`config.mk`:
```
export PLATFORM = sky130hd
export DESIGN_NAME = fetch_unit_flat
export DESIGN_NICKNAME = d
export VERILOG_FILES = /design/src/rtl/fetch_unit_if.sv /design/src/rtl/fetch_unit.sv /design/src/flat_wrapper.sv
export SDC_FILE = /design/constraint.sdc
export NUM_CORES = 1
export LEC_CHECK = 0
export ABC_AREA = 1
export CORE_MARGIN = 1.5
export CORE_UTILIZATION = 48
export DETAILED_ROUTE_END_ITERATION = 7
export MAX_ROUTING_LAYER = met4
export PLACE_DENSITY = 0.83
export SYNTH_ARGS = -nofsm -noshare
export SYNTH_HDL_FRONTEND = slang
export SYNTH_SLANG_ARGS = --single-unit
```
`constraint.sdc`:
```
create_clock -name clk -period 7.2 [get_ports clk]
set_input_delay 2.16 -clock clk [delete_from_list [all_inputs] [get_ports clk]]
set_output_delay 2.16 -clock clk [all_outputs]
set_load 0.02 [all_outputs]
```
`src/rtl/fetch_unit_if.sv`:
```
// Instruction-memory request bus and downstream instruction handshake for fetch_unit.
// master = fetch side, slave = memory/decode side.
interface fetch_unit_if #(
  parameter int XLEN = 32
);
  logic            imem_req;
  logic [XLEN-1:0] imem_addr;
  logic            imem_gnt;
  logic            imem_rvalid;
  logic [31:0]     imem_rdata;
  logic [31:0]     instr;
  logic [XLEN-1:0] instr_pc;
  logic [XLEN-1:0] instr_pcplus4;
  logic            instr_valid;
  logic            instr_ready;

  modport master (
    output imem_req, imem_addr,
    input  imem_gnt, imem_rvalid, imem_rdata,
    output instr, instr_pc, instr_pcplus4, instr_valid,
    input  instr_ready
  );

  modport slave (
    input  imem_req, imem_addr,
    output imem_gnt, imem_rvalid, imem_rdata,
    input  instr, instr_pc, instr_pcplus4, instr_valid,
    output instr_ready
  );
endinterface

```
`src/rtl/fetch_unit.sv`:
```
// Fetch stage: owns the PC, issues one imem request at a time, holds the fetched
// instruction until downstream retires it, then selects the next PC.
//
// state | meaning
// IDLE  | one cycle after reset release
// REQ   | imem_req high at pc, waiting for gnt
// WAIT  | request accepted, waiting for rvalid
// HOLD  | instruction presented, waiting for instr_ready
// FAULT | misaligned next PC seen; parked until reset
module fetch_unit #(
  parameter int              XLEN     = 32,
  parameter logic [XLEN-1:0] RESET_PC = '0
) (
  input  logic            clk,
  input  logic            reset,
  input  logic            PCSrc,
  input  logic [XLEN-1:0] PCTarget,
  fetch_unit_if.master    bus,
  output logic            fetch_fault,
  output logic [31:0]     instret
);

  typedef enum logic [2:0] {IDLE, REQ, WAIT, HOLD, FAULT} state_t;

  state_t          state, state_nxt;
  logic [XLEN-1:0] pc;
  logic [XLEN-1:0] instr_pc;
  logic [XLEN-1:0] instr_pcplus4;
  logic [XLEN-1:0] next_pc;
  logic [31:0]     instr;
  logic            retire;
  logic            misaligned;
  logic            capture;

  assign retire     = (state == HOLD) && bus.instr_ready;
  assign capture    = (state == WAIT) && bus.imem_rvalid;
  assign next_pc    = PCSrc ? PCTarget : instr_pcplus4;
  assign misaligned = |next_pc[1:0];

  always_ff @(posedge clk or posedge reset) begin
    if (reset) state <= IDLE;
    else       state <= state_nxt;
  end

  always_comb begin
    state_nxt = state;
    case (state)
      IDLE:    state_nxt = REQ;
      REQ:     if (bus.imem_gnt) state_nxt = WAIT;
      WAIT:    if (bus.imem_rvalid) state_nxt = HOLD;
      HOLD:    if (bus.instr_ready) state_nxt = misaligned ? FAULT : REQ;
      FAULT:   state_nxt = FAULT;
      default: state_nxt = IDLE;
    endcase
  end

  always_comb begin
    bus.imem_req    = (state == REQ);
    bus.instr_valid = (state == HOLD);
    fetch_fault     = (state == FAULT);
  end

  // A faulting retirement still counts, but leaves pc at the faulting instruction.
  always_ff @(posedge clk or posedge reset) begin
    if (reset) begin
      pc            <= RESET_PC;
      instr         <= '0;
      instr_pc      <= '0;
      instr_pcplus4 <= '0;
      instret       <= '0;
    end else begin
      if (capture) begin
        instr         <= bus.imem_rdata;
        instr_pc      <= pc;
        instr_pcplus4 <= pc + XLEN'(4);
      end
      if (retire) begin
        instret <= instret + 32'd1;
        if (!misaligned) pc <= next_pc;
      end
    end
  end

  assign bus.imem_addr     = pc;
  assign bus.instr         = instr;
  assign bus.instr_pc      = instr_pc;
  assign bus.instr_pcplus4 = instr_pcplus4;

endmodule
```
`src/flat_wrapper.sv`:
```
// flat-port wrapper written by rule: the top's interface ports become plain ports
module fetch_unit_flat 
#(
  parameter int              XLEN     = 32,
  parameter logic [XLEN-1:0] RESET_PC = '0
)
  (clk, reset, PCSrc, PCTarget, fetch_fault, instret, bus_imem_req, bus_imem_addr, bus_imem_gnt, bus_imem_rvalid, bus_imem_rdata, bus_instr, bus_instr_pc, bus_instr_pcplus4, bus_instr_valid, bus_instr_ready);
  fetch_unit_if #(.XLEN(XLEN)) bus_i ();
  input  logic clk;
  input  logic reset;
  input  logic PCSrc;
  input  logic [XLEN-1:0] PCTarget;
  output logic fetch_fault;
  output logic [31:0] instret;
  output wire logic [$bits(bus_i.imem_req)-1:0] bus_imem_req;
  output wire logic [$bits(bus_i.imem_addr)-1:0] bus_imem_addr;
  input wire logic [$bits(bus_i.imem_gnt)-1:0] bus_imem_gnt;
  input wire logic [$bits(bus_i.imem_rvalid)-1:0] bus_imem_rvalid;
  input wire logic [$bits(bus_i.imem_rdata)-1:0] bus_imem_rdata;
  output wire logic [$bits(bus_i.instr)-1:0] bus_instr;
  output wire logic [$bits(bus_i.instr_pc)-1:0] bus_instr_pc;
  output wire logic [$bits(bus_i.instr_pcplus4)-1:0] bus_instr_pcplus4;
  output wire logic [$bits(bus_i.instr_valid)-1:0] bus_instr_valid;
  input wire logic [$bits(bus_i.instr_ready)-1:0] bus_instr_ready;
  assign bus_imem_req = bus_i.imem_req;
  assign bus_imem_addr = bus_i.imem_addr;
  assign bus_i.imem_gnt = bus_imem_gnt;
  assign bus_i.imem_rvalid = bus_imem_rvalid;
  assign bus_i.imem_rdata = bus_imem_rdata;
  assign bus_instr = bus_i.instr;
  assign bus_instr_pc = bus_i.instr_pc;
  assign bus_instr_pcplus4 = bus_i.instr_pcplus4;
  assign bus_instr_valid = bus_i.instr_valid;
  assign bus_i.instr_ready = bus_instr_ready;
  fetch_unit #(.XLEN(XLEN), .RESET_PC(RESET_PC)) u_core (.clk(clk), .reset(reset), .PCSrc(PCSrc), .PCTarget(PCTarget), .bus(bus_i), .fetch_fault(fetch_fault), .instret(instret));
endmodule
```
; Yosys cells after proc, flatten, opt, wreduce, memory -nomap -nowiden
; Cells that the tools add are included.
[totals]
ff_bits = 163
inputBits = 70
elab_cells = 28
output_inout_bits = 163
[op_classes]
muxes = 6
bitwise_logic = 1
n_reduce_logical = 6
addsub = 2
eq_ne = 7
[op_table]
columns = op, n
row1 = 32-bit by 1-bit adder with 32-bit output (second input constant), 1
row2 = 32-bit by 3-bit adder with 32-bit output (second input constant), 1
row3 = 32-bit two-way mux, 1
row4 = 3-bit one-hot mux with 5 select lines, 1
row5 = 3-bit two-way mux, 4
row6 = 3-bit by 2-bit equality test with 1-bit output (second input constant), 2
row7 = 2-bit by 1-bit inequality test with 1-bit output (second input constant), 2
row8 = 3-bit by 1-bit equality test with 1-bit output (second input constant), 1
row9 = 3-bit equality test (second input constant), 1
row10 = 3-bit logical NOT, 1
row11 = 3-bit AND reduction, 1
row12 = 1-bit logical AND, 2
row13 = 2-bit inequality test (second input constant), 1
row14 = 2-bit AND reduction, 1
row15 = 2-bit OR reduction, 1
row16 = 1-bit NOT, 1

; Logic depth before layout (Yosys ltp)
[depth]
depth_word = 5
mapped_depth = 9
mapped_depth_nobuf = 9

; Worst setup path after synthesis
; Ideal clock, no wire load.
[synth_timing]
path_type = register -> output
from = reg u_core.state[2]
to = out fetch_fault
path_buffers = 0
t_arrival_ns = 1.036
required_ns = 5.040
setup_slack_ns = 4.004
path_stages_with_launch = 3
path_cell_list = dfrtp_1 -> inv_2 -> nor3_1
[synth_between]
elab_chain_cells = 1
[synth_rtl]
columns = element, line_no
row1 = start: declaration, fetch_unit.sv:25  ; state_t state, state_nxt;
row2 = start signal: assignment, fetch_unit.sv:42  ; else state <= state_nxt;
row3 = 3-bit equality test, fetch_unit.sv:60  ; fetch_fault = (state == FAULT);
row4 = end: declaration, flat_wrapper.sv:13  ; output logic fetch_fault;
; No other way between the ends.

; Worst setup path after layout
[layout_timing]
from = in PCSrc
to = reg u_core.pc[7] (netlist: u_core.bus.imem_addr[7])
[layout_between]
elab_chain_cells = 4
[layout_rtl]
columns = element, line_no
row1 = start: declaration, flat_wrapper.sv:11  ; input logic PCSrc;
row2 = 32-bit two-way mux *, fetch_unit.sv:37  ; assign next_pc = PCSrc ? PCTarget : instr_pcplus4;
row3 = 2-bit OR reduction, fetch_unit.sv:38  ; assign misaligned = |next_pc[1:0];
row4 = 1-bit NOT (no line), -
row5 = 2-bit AND reduction (no line), -
row6 = end signal: assignment, fetch_unit.sv:79  ; if (!misaligned) pc <= next_pc;
row7 = end: declaration, fetch_unit.sv:26  ; logic [XLEN-1:0] pc;
; Every way passes the cells marked *; elsewhere a longest branch is shown, timed or not.
; A chain may end at the register's enable or synchronous reset.

==> metrics.md <==
| Metric | Value |
|---|---|
| Fmax | `roughly 210 MHz` |
| Worst R2R End | `u_core.bus.instr_pcplus4[7]` |
| Synth Cell Area | `around 8000 um^2` |
| Cells after synthesis | `around 1000` |
| Crit path depth | `9` |
| Antenna diodes | `0` |
| Crit path DAT | `5.01 ns` |
| Post-CTS Setup Inserts | `0` |
| Kind of critical path | `in -> reg` |
| CP max FO | `38` |
| Setup tns final | `0 ns` |
| Leakage | `a little over 5 nW` |
| Worst path bufs/invs | `4` |
| Area growth syn-to-layout | `37.6%` |
| H-tree depth | `4` |
| Reg2reg start | `u_core.state[1]` |
| Largest net degree at the start of global routing | `around 90` |
| Slew Limit Headroom | `around 34%` |
| CTS tree | `yes` |
| Synthesis Warnings | `0` |
| Die area | `about 17000 um^2` |
| Worst EP required | `around 7.6 ns` |
| CP endpoint kind | `register` |
| Remaining Overflow, GRT | `0` |
| DRT Wirelength | `roughly 22000 um` |
| Syn_nets | `1093` |
| Per-cell routed wire length | `~15 um` |
| Cell Pwr Density | `between 400 and 500 nW/um^2` |
| Crit share post-route | `around 65%` |
| Post-route ant nets | `0` |
| Rows | `46` |
| Status | `finished, final reports clean` |
| Initial DRC count | `580` |
| Layout Skew | `approximately 0.0085 ns` |
| Synth Area per Inst | `~8 um^2` |
| Gpl congestion | `~0.89` |
| Crit path max-delay family | `buffers and inverters` |
| Number of global-route vias before repair | `7132` |
| Worst path slowest cell | `a21oi_4` |
| Initial antenna violation count | `0` |
| Final min period | `between 4 and 5 ns` |
| Worst hold path class | `reg -> reg` |
| FF+latch count, synth | `around 160` |
| Maxcap violations | `0` |
| Vias per inst | `slightly above 5` |
| # hold bufs at CTS | `0` |
| Hold path start | `u_core.bus.instr[9]` |
| Clock Sinks | `161` |
| Vias | `roughly 7500` |
| Final WS setup | `~2.5 ns` |
| I/O Buffers | `~230` |
| Core occupancy in the finished layout | `roughly two thirds` |
| Total GRT Usage | `a little over a quarter` |
| Clock root buffer | `clkbuf_16` |
| Final #Nets | `1316` |
| Slowest cell delay on critical path | `roughly 0.79 ns` |
| Share of layout cells above drive strength 1 | `under 10%` |
| Min-Delay Endpoint | `u_core.bus.instr[9]` |
| Boundary Pins | `233` |
| Clock Latency Late Sink | `0.43 ns` |
| Initial Utilization | `between 40 and 50%` |
| Worst IR Drop VDD | `~230 uV` |
| Hpwl dp | `about 16000 um` |
| Die Span Y | `~130 um` |
| Final setup violation count | `0` |
| Reg clk slew, reported paths | `approximately 0.070 ns` |
| Dpl ws | `2.13 ns` |
| CP cell instances | `clkdlybuf4s50_1 > buf_4 > inv_2 > nor2_1 > nand2_1 > a21oi_4 > buf_4 > nand2_1 > o21ai_2` |
| First-pass GRT wire length | `35900 um` |
| Residual DRC | `0` |
| RSZ-0062 raised after global routing | `false` |
| Register-to-Register Path Depth | `7` |
| Num CTS Buffers | `17` |
| Final Max Slew Viols | `0` |
| Initial DRT Pass Iterations | `4` |
| Critical Path Start Type | `input pin` |
| Netlist cell types | `35` |
| Core ar. | `between 15000 and 20000 um^2` |
| Reg2reg setup slack | `around 4.9 ns` |
| Hold depth | `2` |
| Clock buffer depth | `2` |
| Sequential share of the synthesized area | `roughly half` |
| Slew @ Worst Pin | `approximately 1 ns` |
| # resized after CTS | `0` |
| Die width | `approximately 130 um` |
| Final Hold Vio Count | `0` |
## cell families (layout without fill, tap and decap cells)
kind of cell	Yosys count	in the layout	share of synthesized area [%]
AOI/OAI and AO/OA	80	80	6.61
DFF	161	161	50.6
adders and majority gates	2	2	0.314
buffers and inverters	125	361	6.94
and+or+nand+nor	640	640	34.0
xor gates and xnor gates	13	13	1.52
## per-layer routing
metal	up-vias	track usage, %	part of all wire [%]
li1	3621	-	-
met3	48	6.38	7.8
met4	0	10.4	2.8
met5	-	-	0
met2	329	41.5	47
met1	3506	34.1	43
## worst register-to-register path, cell delays in order, from the launching register on
cell and delay, ns:
dfrtp_1 0.44, inv_2 0.10, nor2_8 0.13, nand3_4 0.33
inv_2 0.34, buf_4 0.57, o21ai_0 0.20, o22ai_1 0.14
## worst max-delay path by stage
stage / start / endpoint / slack [ns]
final: PCSrc / u_core.bus.imem_addr[7] / 2.55
after global routing: PCSrc / u_core.bus.imem_addr[4] / 2.27
after CTS: PCSrc / u_core.bus.imem_addr[7] / 2.56
after detailed placement: PCSrc / u_core.bus.imem_addr[7] / 2.13
after global placement: PCSrc / u_core.bus.imem_addr[9] / 2.22
after floorplan: reset / u_core.bus.imem_addr[0] / 0.69
## final cells by class
class / count / area (um^2)
Clock inverter: 14 / 119
Inverter: 90 / 343
Sequential cell: 161 / 4030
Timing Repair Buffer: 239 / 2370
Tap cell: 216 / 270
Fill cell: 1299 / 5100
Clock buffer: 18 / 439
Multi-Input combinational cell: 735 / 3380
## cell usage in the layout, fill, tap and decap left out, types with 6 or more instances in the layout
| cell | instances |
|---|---|
| clkdlybuf4s50_1 | 232 |
| nand3_1 | 67 |
| nor3_1 | 8 |
| o21ai_2 | 28 |
| inv_1 | 85 |
| clkbuf_16 | 17 |
| nor2_1 | 134 |
| nand4_1 | 10 |
| dfrtp_1 | 161 |
| nand3b_1 | 6 |
| o21ai_0 | 42 |
| inv_6 | 9 |
| xor2_1 | 8 |
| buf_4 | 7 |
| nand2_1 | 396 |
## flip-flops by register name (all words and copies together) (netlist names)
name                      count
u_core.instret               32
u_core.bus.instr_pcplus4     32
u_core.bus.instr             32
u_core.state                  3
u_core.bus.imem_addr         32
u_core.bus.instr_pc          30
## synthesized netlist by cell type
| master | instances | area [um^2] |
|---|---|---|
| a21oi_1 | 4 | 20.0 |
| a21oi_4 | 1 | 16.3 |
| a22oi_1 | 1 | 7.51 |
| a31oi_1 | 1 | 6.26 |
| buf_1 | 1 | 3.75 |
| buf_2 | 13 | 65.1 |
| buf_4 | 4 | 30.0 |
| buf_6 | 7 | 78.8 |
| clkbuf_1 | 10 | 37.5 |
| dfrtp_1 | 161 | 4030 |
| ha_1 | 2 | 25.0 |
| inv_1 | 86 | 323 |
| inv_2 | 4 | 15.0 |
| nand2_1 | 396 | 1490 |
| nand2_4 | 1 | 11.3 |
| nand2_8 | 1 | 20.0 |
| nand3_1 | 67 | 335 |
| nand3_2 | 3 | 30.0 |
| nand3_4 | 3 | 52.6 |
| nand3b_1 | 6 | 45.0 |
| nand4_1 | 10 | 62.6 |
| nor2_1 | 134 | 503 |
| nor2_2 | 4 | 25.0 |
| nor2_4 | 3 | 33.8 |
| nor2_8 | 3 | 60.1 |
| nor3_1 | 8 | 40.0 |
| o21a_1 | 1 | 7.51 |
| o21ai_0 | 42 | 210 |
| o21ai_2 | 28 | 245 |
| o21bai_1 | 1 | 7.51 |
| o22ai_1 | 1 | 6.26 |
| or2_2 | 1 | 6.26 |
| xnor2_1 | 4 | 35.0 |
| xor2_1 | 8 | 70.1 |
| xor2_2 | 1 | 16.3 |
## where the power goes
| group | internal [mW] | leakage, nW | switching (mW) |
|---|---|---|---|
| registers | 1.27 | 1.99 | 0.339 |
| clock network | 0.460 | 0.266 | 0.398 |
| logic | 0.921 | 2.87 | 1.14 |
## per-stage QoR
step	power (mW)	area, um^2	std cells	hold slack [ns]
global placement	3.63	10400	1441	0.461
global route	4.79	11000	1473	0.502
finish	4.53	11000	1473	0.479
detailed placement	3.68	10400	1441	0.464
floorplan	2.68	7970	1021	0.587
CTS	4.55	11000	1473	0.482
Note: power is estimated with default switching activity, not from simulation.
